==> src/rtl/store_buffer.sv <==
`default_nettype none
// ============================================================================
// Module   : store_buffer
// Purpose  : Write buffer in front of the byte-addressable data memory.
//            Stores are queued in a DEPTH-entry FIFO and committed to memory
//            whenever the single memory port is not used by a load. Loads
//            have priority on the port. A load that overlaps a queued store
//            (word granularity, both first and last byte of the access)
//            stalls while the head drains, so memory ordering is preserved.
//
// Optional : STORE_FWD_EN - when defined, a conflicting load whose youngest
//            overlapping store has the same address and size gets its data
//            forwarded from the buffer (no stall, head still drains).
//
// Ports    : clk, reset           - clock, synchronous active-high reset
//            req_valid/req_write  - MEM-stage request present / is store
//            req_addr/req_wdata   - byte address / store data
//            req_funct3           - RV32I load/store funct3
//            stall                - request not consumed this cycle
//            ld_data              - load result (0 unless unstalled load)
//            empty                - no queued stores
//            mem_*                - data memory port (read data is comb.)
//
// Revision : 1.0 - initial release
// ============================================================================
module store_buffer #(
    parameter int DEPTH  = 4,
    parameter int ADDR_W = 10
) (
    input  logic              clk,
    input  logic              reset,
    input  logic              req_valid,
    input  logic              req_write,
    input  logic [ADDR_W-1:0] req_addr,
    input  logic [31:0]       req_wdata,
    input  logic [2:0]        req_funct3,
    output logic              stall,
    output logic [31:0]       ld_data,
    output logic              empty,
    output logic              mem_read,
    output logic              mem_write,
    output logic [ADDR_W-1:0] mem_address,
    output logic [31:0]       mem_write_data,
    output logic [2:0]        mem_funct3,
    input  logic [31:0]       mem_read_data
);

    localparam int               C_PTR_W = $clog2(DEPTH);
    localparam logic [C_PTR_W:0] C_FULL  = DEPTH[C_PTR_W:0];

    // Entry storage
    logic [ADDR_W-1:0]  addr_q [DEPTH];
    logic [31:0]        data_q [DEPTH];
    logic [2:0]         f3_q   [DEPTH];
    logic [DEPTH-1:0]   valid_q;
    logic [C_PTR_W-1:0] head_q, head_d;
    logic [C_PTR_W-1:0] tail_q, tail_d;
    logic [C_PTR_W:0]   count_q, count_d;

    logic               w_load;
    logic               w_store;
    logic               w_full;
    logic               w_enq;
    logic               w_port_ld;
    logic               w_drain;
    logic [ADDR_W-1:0]  w_last_addr;
    logic               w_conflict;
    logic [C_PTR_W-1:0] w_idx;
    logic               w_fwd_hit;
    logic [31:0]        w_fwd_data;
`ifdef STORE_FWD_EN
    logic [C_PTR_W-1:0] w_young;
    logic [31:0]        w_young_data;
`endif

    assign w_load    = req_valid & ~req_write;
    assign w_store   = req_valid & req_write &
                       ((req_funct3 == 3'b000) | (req_funct3 == 3'b001) | (req_funct3 == 3'b010));
    assign w_full    = (count_q == C_FULL);
    // Reset gates every port action so queued stores are discarded unwritten.
    assign w_enq     = ~reset & w_store & ~w_full;
    assign w_port_ld = ~reset & w_load & ~w_conflict;
    assign w_drain   = ~reset & ~w_port_ld & (count_q != '0);
    assign empty     = (count_q == '0);

    // Address of the last byte touched by the load (wraps mod 2^ADDR_W).
    always_comb begin
        case (req_funct3[1:0])
            2'b00:   w_last_addr = req_addr;
            2'b01:   w_last_addr = req_addr + ADDR_W'(1);
            default: w_last_addr = req_addr + ADDR_W'(3);
        endcase
    end

    // Scan oldest to youngest; the last match is the youngest overlap.
    always_comb begin
        w_conflict = 1'b0;
        w_idx      = head_q;
`ifdef STORE_FWD_EN
        w_young    = head_q;
`endif
        for (int k = 0; k < DEPTH; k++) begin
            w_idx = head_q + C_PTR_W'(k);
            if (valid_q[w_idx] &&
                ((addr_q[w_idx][ADDR_W-1:2] == req_addr[ADDR_W-1:2]) ||
                 (addr_q[w_idx][ADDR_W-1:2] == w_last_addr[ADDR_W-1:2]))) begin
                w_conflict = 1'b1;
`ifdef STORE_FWD_EN
                w_young    = w_idx;
`endif
            end
        end
    end

`ifdef STORE_FWD_EN
    always_comb begin
        w_young_data = data_q[w_young];
        w_fwd_hit    = w_conflict && (addr_q[w_young] == req_addr) &&
                       (f3_q[w_young][1:0] == req_funct3[1:0]);
        case (req_funct3)
            3'b000:  w_fwd_data = {{24{w_young_data[7]}}, w_young_data[7:0]};
            3'b001:  w_fwd_data = {{16{w_young_data[15]}}, w_young_data[15:0]};
            3'b100:  w_fwd_data = {24'd0, w_young_data[7:0]};
            3'b101:  w_fwd_data = {16'd0, w_young_data[15:0]};
            default: w_fwd_data = w_young_data;
        endcase
    end
`else
    assign w_fwd_hit  = 1'b0;
    assign w_fwd_data = '0;
`endif

    // Outputs and memory port
    always_comb begin
        stall          = 1'b0;
        ld_data        = '0;
        mem_read       = 1'b0;
        mem_write      = 1'b0;
        mem_address    = '0;
        mem_write_data = '0;
        mem_funct3     = '0;
        if (!reset) begin
            stall = (w_store & w_full) | (w_load & w_conflict & ~w_fwd_hit);
            if (w_port_ld) begin
                mem_read    = 1'b1;
                mem_address = req_addr;
                mem_funct3  = req_funct3;
                ld_data     = mem_read_data;
            end else if (w_drain) begin
                mem_write      = 1'b1;
                mem_address    = addr_q[head_q];
                mem_write_data = data_q[head_q];
                mem_funct3     = f3_q[head_q];
            end
            if (w_load && w_conflict && w_fwd_hit) begin
                ld_data = w_fwd_data;
            end
        end
    end

    // Next-state pointers and occupancy
    always_comb begin
        head_d  = w_drain ? head_q + 1'b1 : head_q;
        tail_d  = w_enq   ? tail_q + 1'b1 : tail_q;
        count_d = count_q + (C_PTR_W + 1)'(w_enq) - (C_PTR_W + 1)'(w_drain);
    end

    always_ff @(posedge clk) begin
        if (reset) begin
            head_q  <= '0;
            tail_q  <= '0;
            count_q <= '0;
            valid_q <= '0;
            for (int i = 0; i < DEPTH; i++) begin
                addr_q[i] <= '0;
                data_q[i] <= '0;
                f3_q[i]   <= '0;
            end
        end else begin
            head_q  <= head_d;
            tail_q  <= tail_d;
            count_q <= count_d;
            if (w_drain) begin
                valid_q[head_q] <= 1'b0;
            end
            if (w_enq) begin
                valid_q[tail_q] <= 1'b1;
                addr_q[tail_q]  <= req_addr;
                data_q[tail_q]  <= req_wdata;
                f3_q[tail_q]    <= req_funct3;
            end
        end
    end

endmodule
`default_nettype wire
==> config.mk <==
export PLATFORM = sky130hd
export DESIGN_NAME = store_buffer
export DESIGN_NICKNAME = d
export VERILOG_FILES = /design/src/rtl/store_buffer.sv
export SDC_FILE = /design/constraint.sdc
export NUM_CORES = 1
export LEC_CHECK = 0
export BUFFER_PORTS_ARGS = -buffer_cell sky130_fd_sc_hd__buf_2
export CORE_ASPECT_RATIO = 1.2
export CORE_MARGIN = 2
export CORE_UTILIZATION = 60
export CTS_BUF_LIST = sky130_fd_sc_hd__clkbuf_2
export CTS_CLUSTER_DIAMETER = 150
export CTS_CLUSTER_SIZE = 16
export DETAILED_ROUTE_END_ITERATION = 8
export HOLD_SLACK_MARGIN = 0.08
export PLACE_DENSITY = 0.92
export SLEW_MARGIN = 20
export SYNTH_ARGS = -nofsm -noshare
export SYNTH_HDL_FRONTEND = slang
export SYNTH_SLANG_ARGS = --single-unit
==> constraint.sdc <==
create_clock -name clk -period 5.94 [get_ports clk]
set_input_delay 0.594 -clock clk [delete_from_list [all_inputs] [get_ports clk]]
set_output_delay 0.594 -clock clk [all_outputs]
set_load 0.02 [all_outputs]
==> metrics.txt <==
outcome=complete, no violations; fin crit share=between 90 and 100%; Net Sw Frac=34.05%; first-pass GRT wire length=around 40000 um; Synth top area share=~50%; die width=between 100 and 150 um; Nets=around 1000; I/O Buffers=around 160; fin area=12200 um^2; Starting Density=between 60% and 70%; vias per inst=~6.2; Die H=~150 um; Distinct cells, synth=between 60 and 70; Post-synth top cells=187 x and2_1, 180 x edfxtp_1, 71 x mux4_2, 46 x clkbuf_1, 44 x xnor2_1; DRC=0; mapped cell area=approximately 11000 um^2; total power=around 3.5 mW; vias in the first global route=~7300; Clock H-tree levels=4; Worst Tran Pin Value=~0.78 ns; largest net degree at the start of global routing=52; Critical Path RT=5.35 ns; die area=19160 um^2; met1 Track Usage GR=between 30% and 40%; asr flop ratio synth=0%; number of cells on the worst hold path=2; Slew Limit Fails=0; Setup-failing EPs final=0; initial drt markers=approximately 660; global route hottest layer=met2; Gate power share=34.6%; post-synthesis register bit count=between 150 and 200; Mean Syn Cell Area=between 10 and 15 um^2; Internal=between 2 and 2.5 mW; root buf cell=clkbuf_2; clk slew on worst S/H paths=0.31 ns; worst min path class=in2reg; Layout Utilization=a little under 70%; Seq/Total Area, Yosys=52.27%; DRT Pass-1 Iters=5; Clock Power Share=19.7%; number of CTS-inserted buffers=17; Pwr Density=between 200 and 300 nW/um^2; number of I/O pins=between 150 and 200; cell with the most instances after synthesis=and2_1; critical path class=reg2out; Final GP Congestion=0.9469; antenna viol nets, final=0; Syn Inst Count=slightly above 800; WL final=approximately 26000 um; Rel. slew slack=47.72%; Worst R2R Path Depth=17; GRT Total Usage=approximately 28%; Gates resized, CTS repair=0; Post-DP Area=roughly 12000 um^2; clk buf depth=2; Net Sw Power=between 1 and 1.5 mW; max-capacitance violation count=0; CTS sink cnt=roughly 190; hold_ws=about 0.11 ns; met2 Use GR=between 40% and 50%; Post-Route Skew=0.05734 ns; YS warnings=0; maximum VDD drop=~0.00023 V; CP arrival=approximately 5 ns; Hold Vio Cnt, Final=0; detailed-placement wirelength estimate=around 18000 um; clock period minus worst slack=5.500 ns; RSZ-0062 raised after global routing=false; wire per inst=between 20 and 25 um; leakage=between 4 and 5 nW; GRT overflow=0; fraction of layout cells with a size suffix above 1=between 30% and 40%; startpoint types=register; core area=about 18000 um^2; initial antenna violation count=2; Flop pwr share=about 46%; nature of the critical path endpoint=output pin; number of flops mapped to enable cells by yosys=180; Layout area overhead=12.60%; Worst-Skew Late Latency=0.76 ns; top post-synthesis cells by area=edfxtp_1 50%, mux4_2 15%, and2_1 11%; dominant cell type by area after synthesis=edfxtp_1; Max Freq=181.8 MHz; CP max FO=between 40 and 50; grt met3 use=roughly 4.4%; Most used DFF post-synth=edfxtp_1; Site Rows=between 50 and 60; total number of vias=~7400; Fin Setup TNS=0 ns; CTS tree=yes
per-layer routing:
layer  share of wire, %  up-vias
met5              0.034        -
met4                2.9        2
met3                7.2       65
met2                 53      381
met1                 37     3665
li1                   -     3297
per-stage QoR:
stage | std cells | setup slack (ns)
final | 1186 | 0.4400
after global routing | 1186 | 0.1375
after CTS | 1182 | 0.4082
after detailed placement | 1146 | 1.125
after global placement | 1146 | 1.133
after floorplan | 811 | 1.068
registers in the layout, indices dropped and copies added (netlist names), named ones only:
signal   count
head_q       2
tail_q       2
count_q      3
data_q     128
f3_q        12
addr_q      40
valid_q      4
final timing paths:
path | to | slack [ns] | startpoint
min reg2reg | valid_q[2] | 0.55 | valid_q[2]
max | mem_write_data[23] | 0.44 | head_q[0]
min | data_q[1][5] | 0.11 | req_wdata[5]
max reg2reg | count_q[2] | 1.22 | head_q[0]
final cells by class:
type,count,area [um^2]
inverter,14,52.55
fill,1130,5436
multi-input combinational,539,4885
timing repair buffer,188,1041
sequential,193,5669
clock buffer,17,85.08
tap,220,275.3
antenna,1,2.502
clock inverter,14,192.7
power by group through the flow:
stage	Combinational [mW]	Clock, mW	Sequential (mW)
after floorplan	0.937	0	1.61
after global placement	1.19	0	1.63
after detailed placement	1.21	0	1.64
after CTS	1.21	0.696	1.61
after global routing	1.31	0.747	1.62
final	1.22	0.694	1.61
worst max-delay path, stage by stage (launching register included):
cell,delay [ns]
dfxtp_2,0.40
buf_4,0.43
mux4_2,0.66
or4_1,0.50
o211ai_1,0.16
o21ai_1,0.08
or4_4,0.53
o21ai_4,0.26
o31ai_4,0.18
nor2_8,0.49
and2_1,0.22
buf_2,0.18
repair_timing:
action,in CTS,in global routing
endpoints found under the hold margin,7,3
setup endpoints to repair,0,0
hold buffers,5,3
setup buffers,0,0
logic make-up after synthesis:
| kind of cell | share of synthesized area, % |
|---|---|
| simple gates | 19.04 |
| flops | 52.27 |
| mux | 15.69 |
| buf+inv | 3.106 |
| xor+xnor | 4.826 |
| compound gates | 3.694 |
| fa+ha+maj | 1.339 |
| other cells | 0.03460 |
placed cells by master (no fill, tap or decap), types with 5 or more instances in the layout:
cell type / netlist / layout
dlygate4sd3_1: 0 / 8
mux4_2: 71 / 71
clkbuf_2: 0 / 17
and2_1: 187 / 187
ha_1: 10 / 10
dfxtp_1: 13 / 10
buf_4: 4 / 18
inv_8: 0 / 5
nor2_1: 16 / 16
a21oi_1: 8 / 8
mux2i_1: 9 / 9
xor2_1: 8 / 8
nand4_1: 8 / 8
and3_1: 42 / 42
o21ai_0: 11 / 11
nor3_1: 11 / 8
nand3_1: 8 / 8
buf_2: 8 / 161
a22o_1: 12 / 12
nand2_1: 20 / 19
xnor2_1: 44 / 44
nor4_1: 16 / 16
inv_1: 13 / 13
edfxtp_1: 180 / 180
(Power assumes the default switching activity.)
